<file path="src/rtl/tea_output_collector_if.sv">
// Serialized plaintext word stream from the TEA output collector.
// The master drives word/valid; the slave returns ready.
interface tea_output_collector_if;
  logic [31:0] out_word;
  logic        out_valid;
  logic        out_ready;

  modport master (output out_word, output out_valid, input out_ready);
  modport slave  (input out_word, input out_valid, output out_ready);
endinterface

</file>
<file path="src/rtl/tea_output_collector.sv">
// Collects 64-bit TEA plaintext blocks after a warm-up period into a FIFO,
// then serializes each block as two 32-bit words (high word first).
module tea_output_collector #(
  parameter int unsigned DEPTH  = 8,
  parameter int unsigned WARMUP = 32
) (
  input  logic                    clk,
  input  logic                    rst,
  input  logic                    ena,
  input  logic [63:0]             inBlock64,
  input  logic                    clr_ovf,
  tea_output_collector_if.master  dout,
  output logic                    rdy,
  output logic [$clog2(DEPTH):0]  level,
  output logic                    ovf,
  output logic [15:0]             drop_cnt
);

  localparam int unsigned PW = $clog2(DEPTH);
  localparam int unsigned LW = PW + 1;
  localparam int unsigned WW = (WARMUP > 0) ? $clog2(WARMUP + 1) : 1;

  typedef enum logic [1:0] {IDLE, HI, LO} state_t;

  state_t        state, state_nxt;
  logic [63:0]   mem [DEPTH];
  logic [PW-1:0] rd_ptr, wr_ptr;
  logic [WW-1:0] wcnt, wcnt_nxt;
  logic [63:0]   head, next_head;
  logic          pop, push, cand, drop;
  logic [31:0]   word_nxt;
  logic          valid_nxt;

  assign head      = mem[rd_ptr];
  assign next_head = mem[rd_ptr + PW'(1)];
  assign pop       = (state == LO) && dout.out_ready;
  assign cand      = ena && rdy;
  // A full FIFO still accepts when the head leaves on the same edge.
  assign push      = cand && ((level < LW'(DEPTH)) || pop);
  assign drop      = cand && !push;
  assign wcnt_nxt  = (ena && (wcnt < WW'(WARMUP))) ? wcnt + WW'(1) : wcnt;

  always_ff @(posedge clk) begin
    if (rst && push) mem[wr_ptr] <= inBlock64;
  end

  // Warm-up, FIFO bookkeeping and drop accounting.
  always_ff @(posedge clk) begin
    if (!rst) begin
      wcnt     <= '0;
      rdy      <= 1'b0;
      rd_ptr   <= '0;
      wr_ptr   <= '0;
      level    <= '0;
      ovf      <= 1'b0;
      drop_cnt <= '0;
    end else begin
      wcnt <= wcnt_nxt;
      rdy  <= (wcnt_nxt == WW'(WARMUP));
      if (push) wr_ptr <= wr_ptr + PW'(1);
      if (pop)  rd_ptr <= rd_ptr + PW'(1);
      if (push && !pop)      level <= level + LW'(1);
      else if (pop && !push) level <= level - LW'(1);
      if (drop) begin
        ovf      <= 1'b1;
        drop_cnt <= clr_ovf ? 16'd1 :
                    ((drop_cnt != 16'hFFFF) ? drop_cnt + 16'd1 : drop_cnt);
      end else if (clr_ovf) begin
        ovf      <= 1'b0;
        drop_cnt <= '0;
      end
    end
  end

  always_ff @(posedge clk) begin
    if (!rst) begin
      state          <= IDLE;
      dout.out_word  <= '0;
      dout.out_valid <= 1'b0;
    end else begin
      state          <= state_nxt;
      dout.out_word  <= word_nxt;
      dout.out_valid <= valid_nxt;
    end
  end

  // Serializer: next state plus the word it will present after the edge.
  always_comb begin
    state_nxt = state;
    word_nxt  = '0;
    valid_nxt = 1'b0;
    case (state)
      IDLE: begin
        if (level != '0) begin
          state_nxt = HI;
          word_nxt  = head[63:32];
          valid_nxt = 1'b1;
        end
      end
      HI: begin
        valid_nxt = 1'b1;
        word_nxt  = head[63:32];
        if (dout.out_ready) begin
          state_nxt = LO;
          word_nxt  = head[31:0];
        end
      end
      LO: begin
        valid_nxt = 1'b1;
        word_nxt  = head[31:0];
        if (dout.out_ready) begin
          // Only blocks stored before this edge count as remaining.
          if (level > LW'(1)) begin
            state_nxt = HI;
            word_nxt  = next_head[63:32];
          end else begin
            state_nxt = IDLE;
            word_nxt  = '0;
            valid_nxt = 1'b0;
          end
        end
      end
      default: state_nxt = IDLE;
    endcase
  end

endmodule

</file>
<file path="src/flat_wrapper.sv">
// flat-port wrapper written by rule: the top's interface ports become plain ports
module tea_output_collector_flat 
#(
  parameter int unsigned DEPTH  = 8,
  parameter int unsigned WARMUP = 32
)
  (clk, rst, ena, inBlock64, clr_ovf, rdy, level, ovf, drop_cnt, dout_out_word, dout_out_valid, dout_out_ready);
  tea_output_collector_if dout_i ();
  input  logic clk;
  input  logic rst;
  input  logic ena;
  input  logic [63:0] inBlock64;
  input  logic clr_ovf;
  output logic rdy;
  output logic [$clog2(DEPTH):0] level;
  output logic ovf;
  output logic [15:0] drop_cnt;
  output wire logic [$bits(dout_i.out_word)-1:0] dout_out_word;
  output wire logic [$bits(dout_i.out_valid)-1:0] dout_out_valid;
  input wire logic [$bits(dout_i.out_ready)-1:0] dout_out_ready;
  assign dout_out_word = dout_i.out_word;
  assign dout_out_valid = dout_i.out_valid;
  assign dout_i.out_ready = dout_out_ready;
  tea_output_collector #(.DEPTH(DEPTH), .WARMUP(WARMUP)) u_core (.clk(clk), .rst(rst), .ena(ena), .inBlock64(inBlock64), .clr_ovf(clr_ovf), .dout(dout_i), .rdy(rdy), .level(level), .ovf(ovf), .drop_cnt(drop_cnt));
endmodule
</file>
<file path="config.mk">
export PLATFORM = sky130hd
export DESIGN_NAME = tea_output_collector_flat
export DESIGN_NICKNAME = d
export VERILOG_FILES = /design/src/rtl/tea_output_collector_if.sv /design/src/rtl/tea_output_collector.sv /design/src/flat_wrapper.sv
export SDC_FILE = /design/constraint.sdc
export NUM_CORES = 1
export LEC_CHECK = 0
export ABC_AREA = 0
export CAP_MARGIN = 10
export CORE_MARGIN = 2
export CORE_UTILIZATION = 54
export CTS_BUF_LIST = sky130_fd_sc_hd__clkbuf_16
export DETAILED_ROUTE_END_ITERATION = 8
export PLACE_DENSITY = 0.76
export SLEW_MARGIN = 30
export SYNTH_ARGS = -nofsm -noshare
export SYNTH_HDL_FRONTEND = slang
export SYNTH_SLANG_ARGS = --single-unit
</file>
<file path="constraint.sdc">
create_clock -name clk -period 7.2 [get_ports clk]
set_input_delay 1.44 -clock clk [delete_from_list [all_inputs] [get_ports clk]]
set_output_delay 1.44 -clock clk [all_outputs]
set_load 0.05 [all_outputs]
</file>
==> impl_summary.log <==
[metrics] path length in cells of the critical path: 7
[metrics] Routed Wire Length: 50800 um
[metrics] data arrival time of the critical path: 4730 ps
[metrics] share of the yosys chip area belonging to registers: between 70% and 80%
[metrics] detailed-routing iteration count for the pre-antenna-repair pass: 5
[metrics] most frequent cells after synthesis: edfxtp_1, mux4_2, dfxtp_1
[metrics] share of Yosys cell area claimed by the top area cell type: 64.5%
[metrics] top-count cell post-synth: edfxtp_1
[metrics] synthesis-stage register bit count: 584
[metrics] number of clock sinks seen by CTS: between 500 and 600
[metrics] post-CTS clock slew at the launch and capture registers of the worst setup and hold paths: around 60 ps
[metrics] Final Hold Violating Endpoints: 0
[metrics] HPWL after DPL: 27900 um
[metrics] global-route wire length before repair: 78700 um
[metrics] maximum count of clock buffers along a single path: 3
[metrics] clock insertion delay at the later pin of the skew report: roughly 610 ps
[metrics] delay of the slowest cell on the worst path: 640 ps
[metrics] reported max-cap violation count: 0
[metrics] vertical die dimension: 214 um
[metrics] Post-Place Cell Area: roughly 26000 um2
[metrics] count of cells along the worst hold path: 2
[metrics] proportion of layout cells with a drive suffix above 1: 22.5%
[metrics] post-CTS sizing: 0
[metrics] final weighted congestion in routability-driven placement: 0.856
[metrics] CTS hold repair buffers: 0
[metrics] setup repair after global routing missed its margin: no
[metrics] global router's overall resource usage: between 20% and 30%
[metrics] die extent in x: 214 um
[metrics] cell with the largest stage delay on the worst path: nor2_4
[metrics] Static Leakage: around 8.6 nW
[metrics] peak supply drop: roughly 0.00021 V
[metrics] core area: about 43000 um2
[metrics] clock tree from TritonCTS: yes
[metrics] Top Usage Layer GRT: met2
[metrics] count of cell types in the netlist: 46
[metrics] final count of negative-setup-slack endpoints: 0
[metrics] count of unresolved DRC violations after routing: 0
[metrics] maximum number of pins on one net before global-route repair: around 130
[metrics] top_reg_cell synth: edfxtp_1
[metrics] initial antenna violation count: 4
[metrics] final non-filler cell area: roughly 28000 um2
[metrics] clock tree root buffer cell: clkbuf_16
[metrics] post-CTS setup repair buffer count: 0
[metrics] GRT Residual Overflow: 0
[metrics] final count of pins violating max slew: 0
[metrics] met1 track demand over resource in global routing: 32.0%
[metrics] total via count after detailed routing: 12435
[metrics] yosys synthesis warning count: 0
[metrics] Max Fanout on Critical Path: 32
[metrics] die footprint: 45900 um2
[metrics] remaining antenna violation count: 0
[metrics] global-route track usage on met3: 3.83%
[metrics] setup skew after layout: 24.3 ps
[metrics] FP Rows: between 70 and 80
[metrics] synthesized netlist net count: 1289
[metrics] Final Non-Filler Cells: 1983
[metrics] post-route setup slack: 2700 ps
[metrics] power density normalized to cell area: 245 nW/um2
[metrics] top-level I/O count: 124
[metrics] via count of the first global-routing pass: 12997
[metrics] buffers and inverters on the worst path: 3
[metrics] number of enable flip-flop cells after synthesis: between 500 and 600
[metrics] cell type with the highest aggregate area in the netlist: edfxtp_1
[metrics] capturing element type of the critical path: flop
[metrics] worst-case headroom to the max-slew limit: 33.1%
[metrics] core occupancy in the finished layout: 63.8%
[metrics] DR vias/cell: 6.27
[metrics] met2 usage in global routing: 36.8%
[metrics] synthesized area per cell: 19.7 um2
[metrics] worst setup slack after placement: 2130 ps
[metrics] depth of the worst register-to-register path: 6
[metrics] Initial Util: 55.0%
[metrics] cell-by-cell listing of the critical path: clkdlybuf4s50_1 -> and3b_1 -> inv_1 -> a21oi_1 -> nand2_1 -> nor2_4 -> buf_4
[metrics] Max Clk Rate: 222 MHz
[metrics] CP top delay family: simple AND/OR/NAND/NOR gates
[metrics] Mapped Cells: roughly 1200
[metrics] required time reported for the critical path endpoint: 7430 ps
[metrics] sum of negative setup slack: 0 ps
[metrics] post-layout net count: 1426
[metrics] signed area change from the synthesized netlist to the final layout: 16.0%
[metrics] result of the run: complete, no violations
[metrics] DRC violation total after the first TritonRoute iteration: 1554
[metrics] placed cell count: 1874
[metrics] number of buffers added on ports: 123
[metrics] Crit Path Category: input pin to flop
[metrics] transition time at the pin with the least slew margin: 1000 ps
[metrics] type of the worst min-delay path: flop to flop
[metrics] final cycle utilization of the critical path: about 62%
[metrics] leading cell types by total area after synthesis: edfxtp_1, mux4_2, dfxtp_1
[metrics] asr flop ratio synth: 0%
[metrics] routed length per placed instance: 25.6 um
[metrics] minimum period implied by the final worst setup slack: 4500 ps
[metrics] CP Launch Type: input pin
[metrics] total clock buffers created by CTS: 57
[metrics] cell area after technology mapping: 23800 um2
[metrics] count of H-tree levels built during CTS: 2
-- flip-flops by register name (all words and copies together), names as in the netlist, named ones only --
| register | count |
|---|---|
| u_core.rdy | 1 |
| u_core.mem | 512 |
| u_core.drop_cnt | 16 |
| u_core.level | 4 |
| u_core.state | 2 |
| u_core.dout.out_word | 32 |
| u_core.ovf | 1 |
| u_core.wcnt | 6 |
| u_core.rd_ptr | 3 |
| u_core.wr_ptr | 3 |
| u_core.dout.out_valid | 1 |
-- final timing paths --
path	end	start	slack, ps
max	u_core.mem[7][6]	dout_out_ready	2700
min	u_core.wcnt[5]	u_core.wcnt[5]	500
max reg2reg	u_core.mem[7][6]	u_core.state[1]	3630
min reg2reg	u_core.wcnt[5]	u_core.wcnt[5]	500
-- where the power goes --
| part | internal, mW | switching (mW) | total [mW] | leakage [nW] |
|---|---|---|---|---|
| combinational | 0.0891 | 0.126 | 0.215 | 2.50 |
| sequential | 3.69 | 0.0123 | 3.70 | 5.18 |
| clock | 1.65 | 1.22 | 2.87 | 0.936 |
| total | 5.42 | 1.36 | 6.79 | 8.62 |
-- layer usage --
metal / up-vias / wire (um)
met5: - / 8
met4: 2 / 1090
met3: 83 / 3540
met2: 504 / 25100
met1: 6518 / 21100
li1: 5328 / -
-- cell type report --
class / instances / area (um2)
inverter: 28 / 105
tap: 585 / 732
clock inverter: 49 / 377
multi-input combinational: 532 / 6740
sequential: 584 / 16800
clock buffer: 57 / 1430
fill: 2920 / 15700
timing repair buffer: 145 / 1450
antenna: 3 / 7.51
-- tightest hold or removal path, delay by kind of cell (launching register included) --
family | cells | cell delay [ps]
DFF | 1 | 310
and+or+nand+nor | 2 | 140
-- cells by family after synthesis --
group                    Yosys count  share of synthesized area (%)
multiplexers                     229                           19.7
buffers and inverters             95                           1.62
XOR/XNOR                          20                          0.735
AO/OA/AOI/OAI                    119                           3.46
AND/OR/NAND/NOR                  155                           3.51
adder cells (fa/ha/maj)            9                          0.472
flip-flops                       584                           70.5
-- placed cells by master, fill, tap and decap left out, types with 3 or more instances in the layout --
cell type        count
nor2_1              32
clkinv_2            10
a221oi_1            18
nor4_1               3
clkinv_1            15
or3_1                7
nor3_2               5
xor2_1               9
mux2i_1             37
bufinv_16            6
nor3_1               4
edfxtp_1           512
dfxtp_1             69
inv_1               40
diode_2              3
o21ai_0             13
buf_12               3
and2_1               4
clkdlybuf4s50_1    123
nand3_1             11
a21oi_1             35
buf_4               15
nand2b_1             4
o221ai_1            19
o211ai_1            14
xnor2_1             11
ha_1                 8
nand2_1             21
a22oi_1             13
clkbuf_16           57
dfxtp_4              3
mux4_2             192
buf_6                4
nor2b_1             34
nand4_1              8
-- per-stage QoR --
stage	power, mW	hold slack, ps
finish	6.79	499
CTS	6.84	499
global route	6.98	524
floorplan	3.87	454
global placement	3.98	478
detailed placement	3.99	484
No activity file was read; power rests on OpenSTA's default activity.
